[src/rtl/muldiv_ctrl.sv]
// HI/LO multiply/divide sequencer: pipelined multiply, radix-2 restoring divide.
// Optional: define MD_DIV_EARLY_EXIT_EN to finish divides with |dividend| < |divisor| in one cycle.
module muldiv_ctrl #(
    parameter int MUL_LATENCY = 2
) (
    input  logic        clk,
    input  logic        reset,
    input  logic        op_valid,
    input  logic [7:0]  op,
    input  logic [31:0] src_a,
    input  logic [31:0] src_b,
    input  logic        cancel,
    output logic        op_ready,
    output logic        busy,
    output logic        rd_valid,
    output logic [31:0] rd_data,
    output logic [31:0] hi,
    output logic [31:0] lo
);

    // Handshake: a request transfers on a rising edge where op_valid & op_ready
    // and op is one-hot; the requester holds op/src_a/src_b stable until then.

    typedef enum logic [1:0] {
        IDLE = 2'd0,
        MUL  = 2'd1,
        DIV  = 2'd2
    } state_t;

    localparam logic [5:0] MUL_LOAD  = 6'(MUL_LATENCY - 1);
    localparam logic [5:0] DIV_ITERS = 6'd32;

    state_t      state;
    logic [5:0]  count;
    logic [31:0] op_a;      // raw rs operand (multiplicand, or dividend for div-by-zero / early exit)
    logic [31:0] op_b;      // multiplier, or divisor magnitude
    logic [31:0] quo;
    logic [31:0] rem;
    logic        mul_signed;
    logic        neg_quo;
    logic        neg_rem;

    logic        op_onehot;
    logic        accept;
    logic [31:0] a_mag;
    logic [31:0] b_mag;
    logic [63:0] ext_a;
    logic [63:0] ext_b;
    logic [63:0] product;
    logic [32:0] shifted;
    logic [32:0] trial;
    logic        take;
    logic [31:0] rem_next;
    logic [31:0] quo_next;
    logic [31:0] quo_fix;
    logic [31:0] rem_fix;

    assign busy      = (state != IDLE);
    assign op_ready  = (state == IDLE) & ~cancel;
    assign op_onehot = (op != 8'd0) && ((op & (op - 8'd1)) == 8'd0);
    assign accept    = op_valid & op_ready & op_onehot;

    // Signed divide works on magnitudes; signs are restored in the fixup cycle.
    assign a_mag = (op[5] && src_a[31]) ? (32'd0 - src_a) : src_a;
    assign b_mag = (op[5] && src_b[31]) ? (32'd0 - src_b) : src_b;

    assign ext_a   = mul_signed ? {{32{op_a[31]}}, op_a} : {32'd0, op_a};
    assign ext_b   = mul_signed ? {{32{op_b[31]}}, op_b} : {32'd0, op_b};
    assign product = ext_a * ext_b;

    assign shifted  = {rem, quo[31]};
    assign trial    = shifted - {1'b0, op_b};
    assign take     = (shifted >= {1'b0, op_b});
    assign rem_next = take ? trial[31:0] : shifted[31:0];
    assign quo_next = {quo[30:0], take};

    assign quo_fix = neg_quo ? (32'd0 - quo) : quo;
    assign rem_fix = neg_rem ? (32'd0 - rem) : rem;

`ifdef MD_DIV_EARLY_EXIT_EN
    logic early_exit;
    assign early_exit = (count == DIV_ITERS) && (op_b != 32'd0) && (quo < op_b);
`endif

    always_ff @(posedge clk) begin
        if (reset) begin
            state      <= IDLE;
            count      <= 6'd0;
            hi         <= 32'd0;
            lo         <= 32'd0;
            rd_valid   <= 1'b0;
            rd_data    <= 32'd0;
            op_a       <= 32'd0;
            op_b       <= 32'd0;
            quo        <= 32'd0;
            rem        <= 32'd0;
            mul_signed <= 1'b0;
            neg_quo    <= 1'b0;
            neg_rem    <= 1'b0;
        end else begin
            rd_valid <= 1'b0;
            case (state)
                IDLE: begin
                    if (accept) begin
                        op_a <= src_a;
                        if (op[7] || op[6]) begin
                            op_b       <= src_b;
                            mul_signed <= op[7];
                            count      <= MUL_LOAD;
                            state      <= MUL;
                        end else if (op[5] || op[4]) begin
                            quo     <= a_mag;
                            op_b    <= b_mag;
                            rem     <= 32'd0;
                            neg_quo <= op[5] & (src_a[31] ^ src_b[31]);
                            neg_rem <= op[5] & src_a[31];
                            count   <= DIV_ITERS;
                            state   <= DIV;
                        end else if (op[3]) begin
                            hi <= src_a;
                        end else if (op[2]) begin
                            lo <= src_a;
                        end else if (op[1]) begin
                            rd_data  <= hi;
                            rd_valid <= 1'b1;
                        end else begin
                            rd_data  <= lo;
                            rd_valid <= 1'b1;
                        end
                    end
                end
                MUL: begin
                    if (cancel) begin
                        count <= 6'd0;
                        state <= IDLE;
                    end else if (count == 6'd0) begin
                        hi    <= product[63:32];
                        lo    <= product[31:0];
                        state <= IDLE;
                    end else begin
                        count <= count - 6'd1;
                    end
                end
                DIV: begin
                    if (cancel) begin
                        count <= 6'd0;
                        state <= IDLE;
`ifdef MD_DIV_EARLY_EXIT_EN
                    end else if (early_exit) begin
                        hi    <= op_a;
                        lo    <= 32'd0;
                        count <= 6'd0;
                        state <= IDLE;
`endif
                    end else if (count != 6'd0) begin
                        rem   <= rem_next;
                        quo   <= quo_next;
                        count <= count - 6'd1;
                    end else begin
                        // Divide by zero reports all-ones quotient and the untouched dividend.
                        if (op_b == 32'd0) begin
                            lo <= 32'hFFFF_FFFF;
                            hi <= op_a;
                        end else begin
                            lo <= quo_fix;
                            hi <= rem_fix;
                        end
                        state <= IDLE;
                    end
                end
                default: state <= IDLE;
            endcase
        end
    end

endmodule

[config.mk]
export PLATFORM = sky130hd
export DESIGN_NAME = muldiv_ctrl
export DESIGN_NICKNAME = d
export VERILOG_FILES = /design/src/rtl/muldiv_ctrl.sv
export SDC_FILE = /design/constraint.sdc
export NUM_CORES = 2
export LEC_CHECK = 0
export ABC_CLOCK_PERIOD_IN_PS = 11200
export CAP_MARGIN = 20
export CORE_ASPECT_RATIO = 0.5
export CORE_UTILIZATION = 30
export DETAILED_ROUTE_END_ITERATION = 8
export GPL_TIMING_DRIVEN = 0
export PLACE_DENSITY = 0.48
export SYNTH_ARGS = -nofsm -noshare
export SYNTH_HDL_FRONTEND = slang
export SYNTH_SLANG_ARGS = --single-unit
[constraint.sdc]
create_clock -name clk -period 11.2 [get_ports clk]
set_clock_uncertainty 0.15 [all_clocks]
set_input_delay 1.12 -clock clk [delete_from_list [all_inputs] [get_ports clk]]
set_output_delay 1.12 -clock clk [all_outputs]
set_load 0.03 [all_outputs]
# [Word level (Yosys, flattened, before mapping)]
# Cells that the tools add are included.
[word_totals] register_bits=236 elab_cells=141
[op_classes] n_addsub=7 n_mul=1 magnitude_cmp=1 n_eq_ne=19 n_mux=60 bitwise_logic=14 reduce_logical=26
[op_table] cell="32-bit 2-to-1 mux" count=37
[op_table] cell="32-bit case mux with 3 select lines" count=2
[op_table] cell="64-bit 2-to-1 mux" count=2
[op_table] cell="32-bit case mux with 2 select lines" count=2
[op_table] cell="1-bit by 32-bit subtractor with 32-bit output (first input constant)" count=4
[op_table] cell="64-bit by 64-bit multiplier with 64-bit output" count=1
[op_table] cell="6-bit 2-to-1 mux" count=7
[op_table] cell="33-bit by 32-bit greater-or-equal comparator with 1-bit output" count=1
[op_table] cell="32-bit zero test" count=1
[op_table] cell="32-bit subtractor" count=1
[op_table] cell="2-bit != test (second input constant)" count=11
[op_table] cell="6-bit case mux with 3 select lines" count=1
[op_table] cell="2-bit 2-to-1 mux" count=7
[op_table] cell="3-bit != test (second input constant)" count=4
[op_table] cell="6-bit AND reduction" count=2
[op_table] cell="10-bit AND reduction" count=1
[op_table] cell="9-bit AND reduction" count=1
[op_table] cell="8-bit AND" count=1
[op_table] cell="8-bit zero test" count=1
[op_table] cell="4-bit AND reduction" count=2
[op_table] cell="8-bit nonzero test" count=1
[op_table] cell="8-bit by 1-bit subtractor with 8-bit output (second input constant)" count=1
[op_table] cell="1-bit NOT" count=7
[op_table] cell="6-bit zero test" count=1
[op_table] cell="other kinds (19)" count=29

# [Longest topological paths before layout]
[logic_depth] depth_word=7 depth_mapped=36 mapped_depth_nobuf=33

# [Worst setup path before layout]
# OpenSTA, ideal clock, no wires.
[synth_timing] path_kind="register to register" start="reg op_a[31]" end="reg hi[28]" t_arrival_ps=8907 t_required_ps=10914 slack_ps=2007 stages_incl_launch_ff=32 path_cell_list="dfxtp_1 -> and2_1 -> clkbuf_1 -> clkbuf_1 -> nand2_1 -> fa_1 -> inv_1 -> fa_1 -> fa_1 -> inv_1 -> fa_1 -> inv_1 -> fa_1 -> fa_1 -> fa_1 -> fa_1 -> fa_1 -> inv_1 -> fa_1 -> inv_1 -> ha_1 -> clkbuf_1 -> inv_1 -> o21bai_1 -> a21o_1 -> a21oi_1 -> o21bai_1 -> a21o_1 -> a221o_1 -> a31oi_1 -> xor2_1 -> o32ai_1"
[synth_between] elab_chain_len=5
[synth_lines] item="from (decl)" line_no="35" rtl="logic [31:0] op_a;"
[synth_lines] item="from (signal assigned)" line_no="105" rtl="op_a <= src_a;"
[synth_lines] item="64-bit 2-to-1 mux" line_no="67" rtl="assign ext_a = mul_signed ? {{32{op_a[31]}}, op_a} : {32'd0, op_a};"
[synth_lines] item="64-bit by 64-bit multiplier with 64-bit output" line_no="69" rtl="assign product = ext_a * ext_b;"
[synth_lines] item="32-bit 2-to-1 mux" line_no="136" rtl="end else if (count == 6'd0) begin"
[synth_lines] item="32-bit 2-to-1 mux" line_no="133" rtl="if (cancel) begin"
[synth_lines] item="32-bit case mux with 3 select lines" line_no="102" rtl="case (state)"
[synth_lines] item="to (signal assigned)" line_no="120" rtl="hi <= src_a;"
[synth_lines] item="to (signal assigned)" line_no="137" rtl="hi <= product[63:32];"
[synth_lines] item="to (signal assigned)" line_no="163" rtl="hi <= op_a;"
[synth_lines] item="to (decl)" line_no="17" rtl="output logic [31:0] hi,"
# No other way between the ends. The select of a mux whose other input is x is not followed.
# A chain may end at the register's enable or synchronous reset.

# [Final worst setup path]
[layout_timing] start="reg op_a[1]" end="reg hi[3]"
# The elaborated chain is that of the path after synthesis.

==> metrics.md <==
| Metric | Value |
|---|---|
| Status | finished with violations |
| Failing checks | max-slew violations, negative setup slack |
| Distinct cell type count after synthesis | 93 |
| Area share of the largest cell type after synthesis | 0.450 |
| # nets final | 9201 |
| Yosys top cell by area | fa_1 |
| Area added between synthesis and finish | 10.9% |
| Sw power | 650 µW |
| Critical Path RT | 11.58 ns |
| Final wirelength | 306000 µm |
| Worst Tran Pin Value | 1.56 ns |
| Chip width | 651 µm |
| Buf+Inv Stages, Crit Path | 8 |
| Clk sink count | 236 |
| Yosys reg bits | 236 |
| Sw Ratio | 0.306 |
| CP arrival | 11.64 ns |
| Async set-reset flop share out of synthesis | 0 |
| RePlAce Congestion | 1.03 |
| Gr ovfl total | 0 |
| Routed Antenna Nets | 0 |
| I/O Buffers | 168 |
| Min cycle time layout | 11.26 ns |
| Max frequency | 88.8 MHz |
| Htree depth | 1 |
| Finish-stage setup viols | 2 |
| Syn Area/Cell | 8.87 µm² |
| Post-Syn Instances | 7128 |
| Flop pwr share | 0.400 |
| Synthesis Warnings | 0 |
| CTS tree | built |
| Initial antenna violation count | 61 |
| Delay-heaviest family, CP | adder cells |
| Number of global-route vias before repair | 54800 |
| Hpwl dp | 264000 µm |
| Min setup slack post-route | -0.0620 ns |
| Relative slew slack | -0.0389 |
| Share of layout cells above drive strength 1 | 0.0332 |
| # DRC | 0 |
| Hold Path Class | reg2reg |
| Hold Vio Cnt, Final | 0 |
| Clk pin slew, worst setup/hold paths | 0.06 ns |
| Vias per cell | 5.26 |
| Primary FF master, synth | dfxtp_1 |
| Root Driver | clkbuf_16 |
| Largest fanout on the critical path | 10 |
| DR iter-0 viols | 5746 |
| Crit. End Element | register |
| Initial core utilization | 0.304 |
| Max cap viols | 0 |
| Sequential area share after synthesis | 0.0747 |
| FILL cells | 22200 |
| Reg2reg setup slack | -0.06 ns |
| Post-layout util | 0.337 |
| Wire length per cell | 30.1 µm |
| Pin count of the biggest net entering global routing | 27 |
| Pwr per Cell Area | 30.3 nW/µm² |
| Setup Total Neg Slack | -0.0771 ns |
| Peak VDD IR | 0.118 mV |
| Clk pwr share | 0.463 |
| CTS max path bufs | 3 |
| Top-level port count | 175 |
| Die height | 327 µm |
| TritonRoute pass-1 iters | 6 |
| Synth top area cells | fa_1, inv_1, dfxtp_1 |
| Num CTS Buffers | 29 |
| Mapped Area | 63200 µm² |
| Kind of critical path | reg2reg |
| First-pass GRT wire length | 428000 µm |
| Post-synth EDFFs | 0 |
| RSZ-0062 raised after global routing | false |
| Max Slew Vio Count | 2 |
| Syn_nets | 8974 |
| Crit-path max cell delay | 0.92 ns |
| Vias post-DR | 53400 |
| Core area | 208000 µm² |
| CP Launch Type | register |
| Die Area | 213000 µm² |
| Int Power | 1.47 mW |
| LEAKAGE | 33.3 nW |
| Total track usage | 0.287 |
| Cts hold-fix bufs | 0 |
| Comb pwr share | 0.137 |
| Critical-path top delay cell | clkdlybuf4s15_1 |
| Row cnt | 118 |
| Insertion delay to the later sink of the worst-skew pair | 0.61 ns |
| Most used cell, CP | fa_1 |
| Period utilization | 1.01 |
==> cell families after synthesis <==
kind of cell,after synthesis,synth area share
compound gates,839,0.0890
xor+xnor,258,0.0357
fa+ha+maj,1774,0.520
buf+inv,2015,0.120
flops,236,0.0747
mux,73,0.0116
simple gates,1933,0.149
==> synthesized netlist by cell type (23+ instances only) <==
| cell type | number |
|---|---|
| and2_1 | 590 |
| xor2_1 | 101 |
| a21o_1 | 51 |
| fa_1 | 1420 |
| nand2_1 | 781 |
| a21oi_1 | 236 |
| nand3_1 | 67 |
| inv_1 | 1608 |
| nor4_1 | 25 |
| a211oi_1 | 69 |
| dfxtp_1 | 236 |
| o31ai_1 | 37 |
| nor2_1 | 277 |
| nand4_1 | 23 |
| ha_1 | 350 |
| and3_1 | 23 |
| buf_2 | 24 |
| mux2i_1 | 73 |
| o21ai_0 | 163 |
| xnor2_1 | 157 |
| nor3_1 | 51 |
| clkbuf_1 | 362 |
==> power by group through the flow <==
| stage | registers [mW] | logic [mW] | clock network (mW) |
|---|---|---|---|
| final | 0.850 | 0.290 | 0.983 |
| after global routing | 0.849 | 0.295 | 1.02 |
| after CTS | 0.848 | 0.280 | 0.989 |
| after detailed placement | 0.867 | 0.278 | 0 |
| after global placement | 0.867 | 0.275 | 0 |
| after floorplan | 0.865 | 0.129 | 0 |
==> routing by layer <==
metal  GRT usage  share of wire  vias to the layer above
li1            -              -                    22100
met1       0.395           0.42                    27800
met2       0.423           0.42                     2923
met3      0.0872           0.11                      548
met4       0.108          0.045                       20
met5           0        0.00072                        -
==> worst paths after layout <==
check             startpoint  endpoint  depth (start not counted)
setup / recovery     op_a[1]     hi[3]                         30
hold / removal      count[4]  count[4]                          2
setup reg to reg     op_a[1]     hi[3]                         30
hold reg to reg     count[4]  count[4]                          2
==> worst min-delay path: cells and delay by family, from the launching register on <==
family / cells / cell delay, ns
compound gates: 2 / 0.13
flops: 1 / 0.32
==> state kept, by name, indices dropped and copies added, names as in the netlist <==
register / flops
op_b: 32
quo: 32
mul_signed: 1
neg_rem: 1
rd_valid: 1
rd_data: 32
count: 6
lo: 32
hi: 32
state: 2
neg_quo: 1
rem: 32
op_a: 32
==> per-stage QoR <==
stage | hold WS (ns) | cells | area [µm²] | worst slack (ns) | power (mW)
after global routing | 0.368 | 10100 | 70100 | 0.00695 | 2.16
after CTS | 0.346 | 10100 | 70000 | 0.00231 | 2.12
after global placement | 0.335 | 10100 | 68400 | -1.78 | 1.14
after detailed placement | 0.338 | 10100 | 69000 | -1.01 | 1.15
final | 0.346 | 10200 | 70100 | -0.0620 | 2.12
after floorplan | 0.312 | 7128 | 63200 | 2.01 | 0.994
==> layout by cell type (no fill, tap or decap), types with 23 or more instances in the layout <==
master / instances
clkdlybuf4s50_1: 168
mux2i_1: 73
ha_1: 350
buf_8: 31
and2_1: 589
inv_1: 1608
nand4_1: 23
clkbuf_2: 42
xor2_1: 101
xnor2_1: 156
nor3_1: 50
a21oi_1: 236
a211oi_1: 69
o21ai_0: 162
nor4_1: 25
nor2_1: 276
clkbuf_16: 29
and3_1: 23
fa_1: 1418
o31ai_1: 37
nand3_1: 67
dfxtp_1: 225
diode_2: 25
buf_2: 24
clkbuf_1: 311
nand2_1: 780
a21o_1: 51
==> repair_timing <==
| action | 4_1_cts | 5_1_grt |
|---|---|---|
| pin swaps | 0 | 1 |
| endpoints found under the setup margin | 13 | 30 |
| cloned | 0 | 0 |
| setup buffers | 0 | 1 |
| resized for setup | 23 | 91 |
==> layout make-up <==
| type | count | area, µm² | area share |
|---|---|---|---|
| clock buffers | 42 | 845 | 0.0120 |
| diodes | 25 | 62.6 | 0.000892 |
| multi-input cells | 4877 | 50900 | 0.726 |
| clock inverters | 9 | 93.8 | 0.00134 |
| repair buffers | 213 | 2380 | 0.0339 |
| well taps | 2760 | 3450 | 0.0492 |
| plain buffers | 390 | 1600 | 0.0228 |
| inverters | 1608 | 6040 | 0.0861 |
| flip-flops and latches | 236 | 4740 | 0.0676 |
(Power assumes the default switching activity.)
